## config.mk

```make
export PLATFORM = sky130hd
export DESIGN_NAME = slc3_ctrl
export DESIGN_NICKNAME = d
export VERILOG_FILES = /design/src/rtl/slc3_pkg.sv /design/src/rtl/slc3_ctrl.sv
export SDC_FILE = /design/constraint.sdc
export NUM_CORES = 1
export LEC_CHECK = 0
export CORE_MARGIN = 3
export CORE_UTILIZATION = 30
export CTS_CLUSTER_DIAMETER = 60
export DETAILED_ROUTE_END_ITERATION = 7
export GPL_ROUTABILITY_DRIVEN = 0
export HOLD_SLACK_MARGIN = 0.15
export PLACE_DENSITY_LB_ADDON = 0.08
export REMOVE_ABC_BUFFERS = 1
export SYNTH_ARGS = -nofsm -noshare
export SYNTH_HDL_FRONTEND = slang
export SYNTH_SLANG_ARGS = --single-unit
```

## constraint.sdc

```tcl
create_clock -name Clk -period 2.1 [get_ports Clk]
set_input_delay 0.42 -clock Clk [delete_from_list [all_inputs] [get_ports Clk]]
set_output_delay 0.42 -clock Clk [all_outputs]
set_load 0.1 [all_outputs]
```

## src/rtl/slc3_pkg.sv

```systemverilog
// Shared types and encodings for the SLC-3 control unit: state enum, opcodes,
// mux/ALU select codes and the per-state control-word decode.
package slc3_pkg;

   typedef enum logic [4:0] {
      HALTED, S18, S33, S35, S32,
      S01, S05, S09, S00, S22, S12,
      S06, S25, S27, S07, S23, S16,
      PAUSE1, PAUSE2
   } state_t;

   localparam logic [3:0] OP_BR    = 4'b0000;
   localparam logic [3:0] OP_ADD   = 4'b0001;
   localparam logic [3:0] OP_AND   = 4'b0101;
   localparam logic [3:0] OP_NOT   = 4'b1001;
   localparam logic [3:0] OP_JMP   = 4'b1100;
   localparam logic [3:0] OP_LDR   = 4'b0110;
   localparam logic [3:0] OP_STR   = 4'b0111;
   localparam logic [3:0] OP_PAUSE = 4'b1101;

   localparam logic [1:0] PCMUX_PC1   = 2'b00;
   localparam logic [1:0] PCMUX_BUS   = 2'b01;
   localparam logic [1:0] PCMUX_ADDER = 2'b10;

   localparam logic [1:0] ADDR2_ZERO  = 2'b00;
   localparam logic [1:0] ADDR2_OFF6  = 2'b01;
   localparam logic [1:0] ADDR2_OFF9  = 2'b10;
   localparam logic [1:0] ADDR2_OFF11 = 2'b11;

   localparam logic [1:0] ALUK_ADD  = 2'b00;
   localparam logic [1:0] ALUK_AND  = 2'b01;
   localparam logic [1:0] ALUK_NOT  = 2'b10;
   localparam logic [1:0] ALUK_PASS = 2'b11;

   typedef struct packed {
      logic       ld_mar;
      logic       ld_mdr;
      logic       ld_ir;
      logic       ld_pc;
      logic       ld_reg;
      logic       ld_cc;
      logic       ld_led;
      logic       gate_pc;
      logic       gate_mdr;
      logic       gate_alu;
      logic       gate_marmux;
      logic [1:0] pcmux;
      logic       drmux;
      logic       sr1mux;
      logic       sr2mux;
      logic       addr1mux;
      logic [1:0] addr2mux;
      logic [1:0] aluk;
      logic       mem_oe;
      logic       mem_we;
   } ctrl_t;

   // Pure state-to-control-word table; IR-dependent and entry-only bits are
   // patched in by the caller.
   function automatic ctrl_t state_ctrl(input state_t s);
      ctrl_t c;
      c = '0;
      case (s)
         S18: begin
            c.gate_pc = 1'b1;
            c.ld_mar  = 1'b1;
            c.pcmux   = PCMUX_PC1;
            c.ld_pc   = 1'b1;
         end
         S33, S25: begin
            c.mem_oe = 1'b1;
            c.ld_mdr = 1'b1;
         end
         S35: begin
            c.gate_mdr = 1'b1;
            c.ld_ir    = 1'b1;
         end
         S01, S05, S09: begin
            c.aluk     = (s == S01) ? ALUK_ADD : ((s == S05) ? ALUK_AND : ALUK_NOT);
            c.gate_alu = 1'b1;
            c.ld_reg   = 1'b1;
            c.ld_cc    = 1'b1;
         end
         S22: begin
            c.addr1mux = 1'b0;
            c.addr2mux = ADDR2_OFF9;
            c.pcmux    = PCMUX_ADDER;
            c.ld_pc    = 1'b1;
         end
         S12: begin
            c.aluk     = ALUK_PASS;
            c.gate_alu = 1'b1;
            c.pcmux    = PCMUX_BUS;
            c.ld_pc    = 1'b1;
         end
         S06, S07: begin
            c.addr1mux    = 1'b1;
            c.addr2mux    = ADDR2_OFF6;
            c.gate_marmux = 1'b1;
            c.ld_mar      = 1'b1;
         end
         S27: begin
            c.gate_mdr = 1'b1;
            c.ld_reg   = 1'b1;
            c.ld_cc    = 1'b1;
         end
         S23: begin
            c.aluk     = ALUK_PASS;
            c.gate_alu = 1'b1;
            c.ld_mdr   = 1'b1;
         end
         S16:     c.mem_we = 1'b1;
         PAUSE1:  c.ld_led = 1'b1;
         default: c = '0;
      endcase
      return c;
   endfunction

endpackage

```

## src/rtl/slc3_ctrl.sv

```systemverilog
// SLC-3 control FSM: sequences bus gates, load enables and memory strobes,
// and holds the branch-enable bit computed at decode.
module slc3_ctrl
   import slc3_pkg::*;
#(
   parameter int MEM_WAIT = 2
) (
   input  logic       Clk,
   input  logic       Reset_n,
   input  logic       Run,
   input  logic       Continue,
   input  logic [15:0] IR,
   input  logic       n,
   input  logic       z,
   input  logic       p,
   output logic       LD_MAR,
   output logic       LD_MDR,
   output logic       LD_IR,
   output logic       LD_PC,
   output logic       LD_REG,
   output logic       LD_CC,
   output logic       LD_LED,
   output logic       GatePC,
   output logic       GateMDR,
   output logic       GateALU,
   output logic       GateMARMUX,
   output logic [1:0] PCMUX,
   output logic       DRMUX,
   output logic       SR1MUX,
   output logic       SR2MUX,
   output logic       ADDR1MUX,
   output logic [1:0] ADDR2MUX,
   output logic [1:0] ALUK,
   output logic       Mem_OE,
   output logic       Mem_WE,
   output logic       BEN,
   output state_t     dbg_state_o
);

   localparam int CW = (MEM_WAIT < 1) ? 1 : $clog2(MEM_WAIT + 1);
   localparam logic [CW-1:0] WAIT_LAST = CW'(MEM_WAIT - 1);

   state_t        state_q, state_d;
   logic [CW-1:0] cnt_q, cnt_d;
   logic          ben_q, ben_d;
   ctrl_t         ctrl_q, ctrl_d;

   logic unused_ir;
   assign unused_ir = ^{IR[8:6], IR[4:0]};

   always_comb begin
      state_d = state_q;
      cnt_d   = cnt_q;
      ben_d   = ben_q;
      case (state_q)
         HALTED: if (Run) state_d = S18;
         S18: begin
            state_d = S33;
            cnt_d   = '0;
         end
         S33: begin
            if (cnt_q == WAIT_LAST) state_d = S35;
            else                    cnt_d   = cnt_q + 1'b1;
         end
         S35: state_d = S32;
         S32: begin
            ben_d = (IR[11] & n) | (IR[10] & z) | (IR[9] & p);
            case (IR[15:12])
               OP_ADD:   state_d = S01;
               OP_AND:   state_d = S05;
               OP_NOT:   state_d = S09;
               OP_BR:    state_d = S00;
               OP_JMP:   state_d = S12;
               OP_LDR:   state_d = S06;
               OP_STR:   state_d = S07;
               OP_PAUSE: state_d = PAUSE1;
               default:  state_d = S18;
            endcase
         end
         // BEN was written on the edge into S00, so this reads the fresh value.
         S00: state_d = ben_q ? S22 : S18;
         S06: begin
            state_d = S25;
            cnt_d   = '0;
         end
         S25: begin
            if (cnt_q == WAIT_LAST) state_d = S27;
            else                    cnt_d   = cnt_q + 1'b1;
         end
         S07: state_d = S23;
         S23: begin
            state_d = S16;
            cnt_d   = '0;
         end
         S16: begin
            if (cnt_q == WAIT_LAST) state_d = S18;
            else                    cnt_d   = cnt_q + 1'b1;
         end
         PAUSE1: if (Continue)  state_d = PAUSE2;
         PAUSE2: if (!Continue) state_d = S18;
         S01, S05, S09, S22, S12, S27: state_d = S18;
         default: state_d = HALTED;
      endcase
   end

   // Outputs are registered from the next state so they line up with state_q.
   always_comb begin
      ctrl_d        = state_ctrl(state_d);
      ctrl_d.sr2mux = ((state_d == S01) || (state_d == S05)) & IR[5];
      ctrl_d.ld_led = (state_d == PAUSE1) && (state_q != PAUSE1);
   end

   always_ff @(posedge Clk or negedge Reset_n) begin
      if (!Reset_n) begin
         state_q <= HALTED;
         cnt_q   <= '0;
         ben_q   <= 1'b0;
         ctrl_q  <= '0;
      end else begin
         state_q <= state_d;
         cnt_q   <= cnt_d;
         ben_q   <= ben_d;
         ctrl_q  <= ctrl_d;
      end
   end

   assign LD_MAR      = ctrl_q.ld_mar;
   assign LD_MDR      = ctrl_q.ld_mdr;
   assign LD_IR       = ctrl_q.ld_ir;
   assign LD_PC       = ctrl_q.ld_pc;
   assign LD_REG      = ctrl_q.ld_reg;
   assign LD_CC       = ctrl_q.ld_cc;
   assign LD_LED      = ctrl_q.ld_led;
   assign GatePC      = ctrl_q.gate_pc;
   assign GateMDR     = ctrl_q.gate_mdr;
   assign GateALU     = ctrl_q.gate_alu;
   assign GateMARMUX  = ctrl_q.gate_marmux;
   assign PCMUX       = ctrl_q.pcmux;
   assign DRMUX       = ctrl_q.drmux;
   assign SR1MUX      = ctrl_q.sr1mux;
   assign SR2MUX      = ctrl_q.sr2mux;
   assign ADDR1MUX    = ctrl_q.addr1mux;
   assign ADDR2MUX    = ctrl_q.addr2mux;
   assign ALUK        = ctrl_q.aluk;
   assign Mem_OE      = ctrl_q.mem_oe;
   assign Mem_WE      = ctrl_q.mem_we;
   assign BEN         = ben_q;
   assign dbg_state_o = state_q;

endmodule

```

=== Word-level counts from Yosys, hierarchy flattened ===
Memory sizes are Yosys's and may differ from the RTL's.
Index checks and enable logic that the tools add are counted.

* Flip-flop bits (word level): 29
* Bits in latches: 0
* Bits in writable memories: 0
* Memory bits (read-only): 80
* Bits of input ports: 23
* Output and inout port bits: 29
* Logic and storage cells: 109
* Memories kept: 1

{| class="wikitable"
|+ Memories
! memory !! words !! width !! read ports !! clocked after Yosys merged registers in !! write ports !! RTL line !! RTL
|-
| (name not given) || 16 || 5 || 1 || 0 || 0 || slc3_ctrl.sv:68 || <nowiki>case (IR[15:12])</nowiki>
|}

* Add/sub/neg operators: 1
* $mul: 0
* Divide/modulo/power cells: 0
* Order comparisons: 0
* Equal/unequal tests: 36
* Shift-type cells: 0
* Multiplexer cells: 26
* Bitwise operators: 6
* Reduce and logical (&&, ||, !) cells: 18

{| class="wikitable"
|+ Operators with widths
! cell !! count
|-
| 5-bit by 4-bit == test with 1-bit output, second input constant || 15
|-
| 5-bit one-hot mux with 14 select lines || 1
|-
| 5-bit by 3-bit == test with 1-bit output, second input constant || 7
|-
| 5-bit two-way mux || 6
|-
| 5-bit == test, second input constant || 5
|-
| 5-bit by 2-bit == test with 1-bit output, second input constant || 4
|-
| 3-bit OR reduction || 6
|-
| 2-bit one-hot mux with 2 select lines || 3
|-
| 5-bit by 1-bit == test with 1-bit output, second input constant || 2
|-
| 1-bit two-way mux || 10
|-
| 2-bit two-way mux || 4
|-
| 2-bit OR reduction || 4
|-
| 3-bit one-hot mux with 2 select lines || 1
|-
| 6-bit OR reduction || 1
|-
| 5-bit logical NOT || 1
|-
| 5-bit != test, second input constant || 1
|-
| 5-bit OR reduction || 1
|-
| 1-bit bitwise AND || 4
|-
| 4-bit two-way mux || 1
|-
| 4-bit OR reduction || 1
|-
| 2-bit by 1-bit adder with 2-bit output, second input constant || 1
|-
| 2-bit by 1-bit == test with 1-bit output, second input constant || 1
|-
| 2-bit != test, second input constant || 1
|-
| 1-bit OR || 2
|-
| 4 further kinds || 4
|}

=== Longest topological paths before layout ===
Gate-level depths: netlist of the first run.

* Depth after elaboration: 7
* Mapped depth: 9
* Gate-level depth less buffers: 7

=== Least setup slack after synthesis of the first run ===
OpenSTA, ideal clock, no wires.

* Path type: register -> register
* Start point: register state_q[1], in the netlist dbg_state_o[1]
* End point: register ctrl_q (netlist bit ALUK[1])
* Setup time: 104 ps
* Arrival time: 2475 ps
* Data required time: 1996 ps
* Setup slack: -479 ps
* Stages on the path, launching flop included: 10
* Buffers on the path: 3
* Clock period less this slack: 2579 ps
* Path through: dfrtp_1 -> buf_4 -> buf_6 -> xor2_1 -> o21ai_0 -> o221a_2 -> buf_2 -> a21oi_1 -> nand3_1 -> o311ai_1

{| class="wikitable"
|+ RTL lines
! what !! RTL line !! RTL
|-
| from (decl) || slc3_ctrl.sv:43 || <nowiki>state_t state_q, state_d;</nowiki>
|-
| from (signal assigned) || slc3_ctrl.sv:120 || <nowiki>state_q <= state_d;</nowiki>
|-
| to (signal assigned) || slc3_ctrl.sv:123 || <nowiki>ctrl_q <= ctrl_d;</nowiki>
|-
| to (decl) || slc3_ctrl.sv:46 || <nowiki>ctrl_t ctrl_q, ctrl_d;</nowiki>
|}

==> flow_metrics.py, run 1 <==
metrics = {
    "layout": {
        "area_growth_syn_to_layout_pct": 56.99,
        "diodes": 0,
        "layout_common_cells": "buf_4, dfrtp_1, nand2_1, clkdlybuf4s50_1, a21oi_1",
        "seq_area_sq_um": 680.7,
        "drive_gt1_frac": 0.4474,
        "multiInputGateArea_sq_um": 789.5,
        "fin_cells": 295,
        "layout_commonest_cell": "buf_4",
        "fill_cells": 445,
        "fin_nets": 253,
    },
    "worst_setup_path": {
        "crit_required_ns": 2.26,
        "crit_path_end_kind": "flip-flop",
        "criticalPathCategory": "flip-flop to flip-flop",
        "r2r_slack_ns": 0.16,
        "path_max_fanout": 8,
        "startpoint_type": "flip-flop",
        "reg2regPathDepth": 8,
        "r2r_start": "dbg_state_o[1]",
        "r2r-end": "ADDR2MUX[0]",
        "crit_arrival_ns": 2.11,
    },
    "grt": {
        "antenna_found_initial": 0,
        "grt_pass1_vias": 1412,
        "grt_usage": 0.1359,
        "grt_overflow": 0,
        "grt_max_degree": 28,
        "grt_pass1_wl_um": 6610,
    },
    "floorplan": {
        "start_util": 0.3161,
        "chipHeight_um": 77.01,
        "chipWidth_um": 77.01,
        "rows": 25,
        "die_area_sq_um": 5931,
        "io_pins": 52,
        "fp.coreArea_sq_um": 4786,
    },
    "synth": {
        "yosys_most_used_dff": "dfrtp_1",
        "ys_ff_latch": 27,
        "synth-seq-area-share": 0.4467,
        "synth_area_leader_cell": "dfrtp_1",
        "synth_warnings": 0,
        "netlist_area_sq_um": 1513,
        "netlist-cell-type-count": 54,
        "synth_edf_count": 0,
        "syn_inst": 154,
        "syn_area_per_cell_sq_um": 9.823,
        "synthArstFlopShare": 1.000,
        "synthTopCellsByArea": "dfrtp_1, a21oi_1, o21ai_0",
        "synth_top_cell_area_share": 0.4467,
    },
    "sta": {
        "min_period_ns": 1.944,
        "maxSlewViolCount": 0,
        "clock_skew_ns": 0.002277,
        "finalSetupTns_ns": 0,
        "post-route-period-util": 0.9256,
        "fmax_mhz": 514.5,
        "rsz0062_at_grt": "false",
        "hold_viol": 0,
        "finalSetupViolations": 0,
    },
    "route": {
        "wire_per_inst_um": 13.41,
        "vias": 1400,
        "drtIter0Drc": 38,
        "routed_wl_um": 3956,
        "drc": 0,
        "dr.pass1.iters": 4,
        "ant_nets": 0,
        "vias_per_cell": 4.746,
    },
    "clock_network": {
        "root_buffer": "clkbuf_8",
        "cts_buffers": 3,
        "htreeDepth": 1,
        "clock_insertion_delay_worst_skew_ns": 0.26,
        "cts_sinks": 27,
        "ctsHoldBuffers": 0,
        "clkTransAtPathRegs_ns": 0.09,
        "ctsLongestPathBuffers": 2,
        "cts_tree": "done",
    },
    "pwr": {
        "p_leak_uw": 0.001162,
        "peakVddDrop_mv": 1.240,
        "p_per_area_nw_per_um2": 1701,
        "finalPower_uw": 4041,
    },
    "placed_design": {
        "placed_cells": 289,
        "dpl.hpwl_um": 2990,
        "portBuffers": 41,
    },
    "run": {
        "cap_violations": 0,
    },
    "min_path": {
        "hold_class": "flip-flop to flip-flop",
        "min_path_cells": 1,
        "worstHoldEndpoint": "cnt_q[1]",
        "worstHoldStart": "cnt_q[1]",
    },
    "status": {
        "status": "completed",
    },
}
## what timing repair did
| item | 4_1_cts | 5_1_grt |
|---|---|---|
| pin swaps | 1 | 5 |
| setup endpoints to repair | 13 | 12 |
| endpoints found under the hold margin | 0 | 0 |
| buffers inserted | 1 | 1 |
| resized for setup | 8 | 22 |
## cell type report
class,instances,share of cell area
Sequential cell,27,0.2866
Clock buffer,4,0.01897
Multi-Input combinational cell,105,0.3325
Tap cell,67,0.03530
Timing Repair Buffer,82,0.3098
Inverter,10,0.01686
## Yosys cell counts, drive strengths merged, types with 2 or more instances
library cell and number:
a21oi 12, or3 2, nor3 3, and3 3, inv 10, and4 4
a21o 2, nand2 11, a311oi 2, nand3 6, buf 13, a22oi 2
dfrtp 27, nor2 7, and2 2, nor2b 6, nand4 2, o21ai 10
a221o 2, nand2b 2, xor2 2, nor4 2
## per-stage QoR
stage	utilization	setup WS (ns)	area, sq um	hold WS (ns)
2_1_floorplan	-	-0.5110	1418	0.1244
4_1_cts	0.4766	0.01646	2281	0.4910
3_5_place_dp	0.4622	-0.3783	2212	0.4697
5_1_grt	0.4962	0.01418	2375	0.5069
3_3_place_gp	0.4622	-0.3525	2212	0.4618
6_report	0.4962	0.1562	2375	0.4859
## power by group
group	internal [uW]	switching [uW]
clock network	135	150
registers	663	116
logic	1130	1840
## sequential cells by signal, summed over array words and instances (netlist names)
name         flops
LD_MAR           1
ALUK             2
PCMUX            2
LD_MDR           1
GateMARMUX       1
cnt_q            2
dbg_state_o      5
GateMDR          1
BEN              1
SR2MUX           1
LD_CC            1
LD_IR            1
LD_LED           1
Mem_WE           1
ADDR2MUX         2
GateALU          1
GatePC           1
Mem_OE           1
LD_PC            1
## worst max-delay path: stages (launching register included)
cell and delay (ns):
dfrtp_2 0.48, buf_4 0.19, nand2b_1 0.14, a221o_1 0.28
a21oi_1 0.23, nor3_4 0.11, buf_6 0.13, xnor2_1 0.11
and2_1 0.15
## metal layers
layer  track usage  wire length [um]  up-vias
li1              -                 -      698
met1        0.1683              1771      668
met2        0.2448              1990       32
met3       0.02347               170        2
met4       0.03203                22        0
met5             0                 0        -
## logic make-up (layout without fill, tap and decap cells)
logic type      after synthesis  count (layout)  share of synthesized area
other cells                   1               2                   0.002479
compound gates               40              40                     0.1811
fa+ha+maj                     1               1                   0.008270
xor+xnor                      3               3                    0.01737
mux                           1               1                   0.006617
flops                        27              27                     0.4467
simple gates                 58              58                     0.2473
buf+inv                      23              96                    0.09016
## how the worst max path moves through the flow
stage | from | to | slack, ns
after floorplan | dbg_state_o[4] | GateALU | -0.51
after CTS | IR[12] | ALUK[1] | 0.02
after global routing | dbg_state_o[3] | ALUK[0] | 0.01
after detailed placement | IR[13] | ALUK[1] | -0.38
after global placement | IR[14] | LD_MAR | -0.35
final | dbg_state_o[1] | ADDR2MUX[0] | 0.16
Power figures use the tool's default switching activity.
==> run 2: changes to the inputs <==
--- a/config.mk
+++ b/config.mk
@@ -5,6 +5,7 @@
 export SDC_FILE = /design/constraint.sdc
 export NUM_CORES = 1
 export LEC_CHECK = 0
+export ABC_AREA = 0
 export CORE_MARGIN = 3
 export CORE_UTILIZATION = 30
 export CTS_CLUSTER_DIAMETER = 60
==> results of run 2 <==
No change in the layout: final DEF, timing and power equal those of run 1.
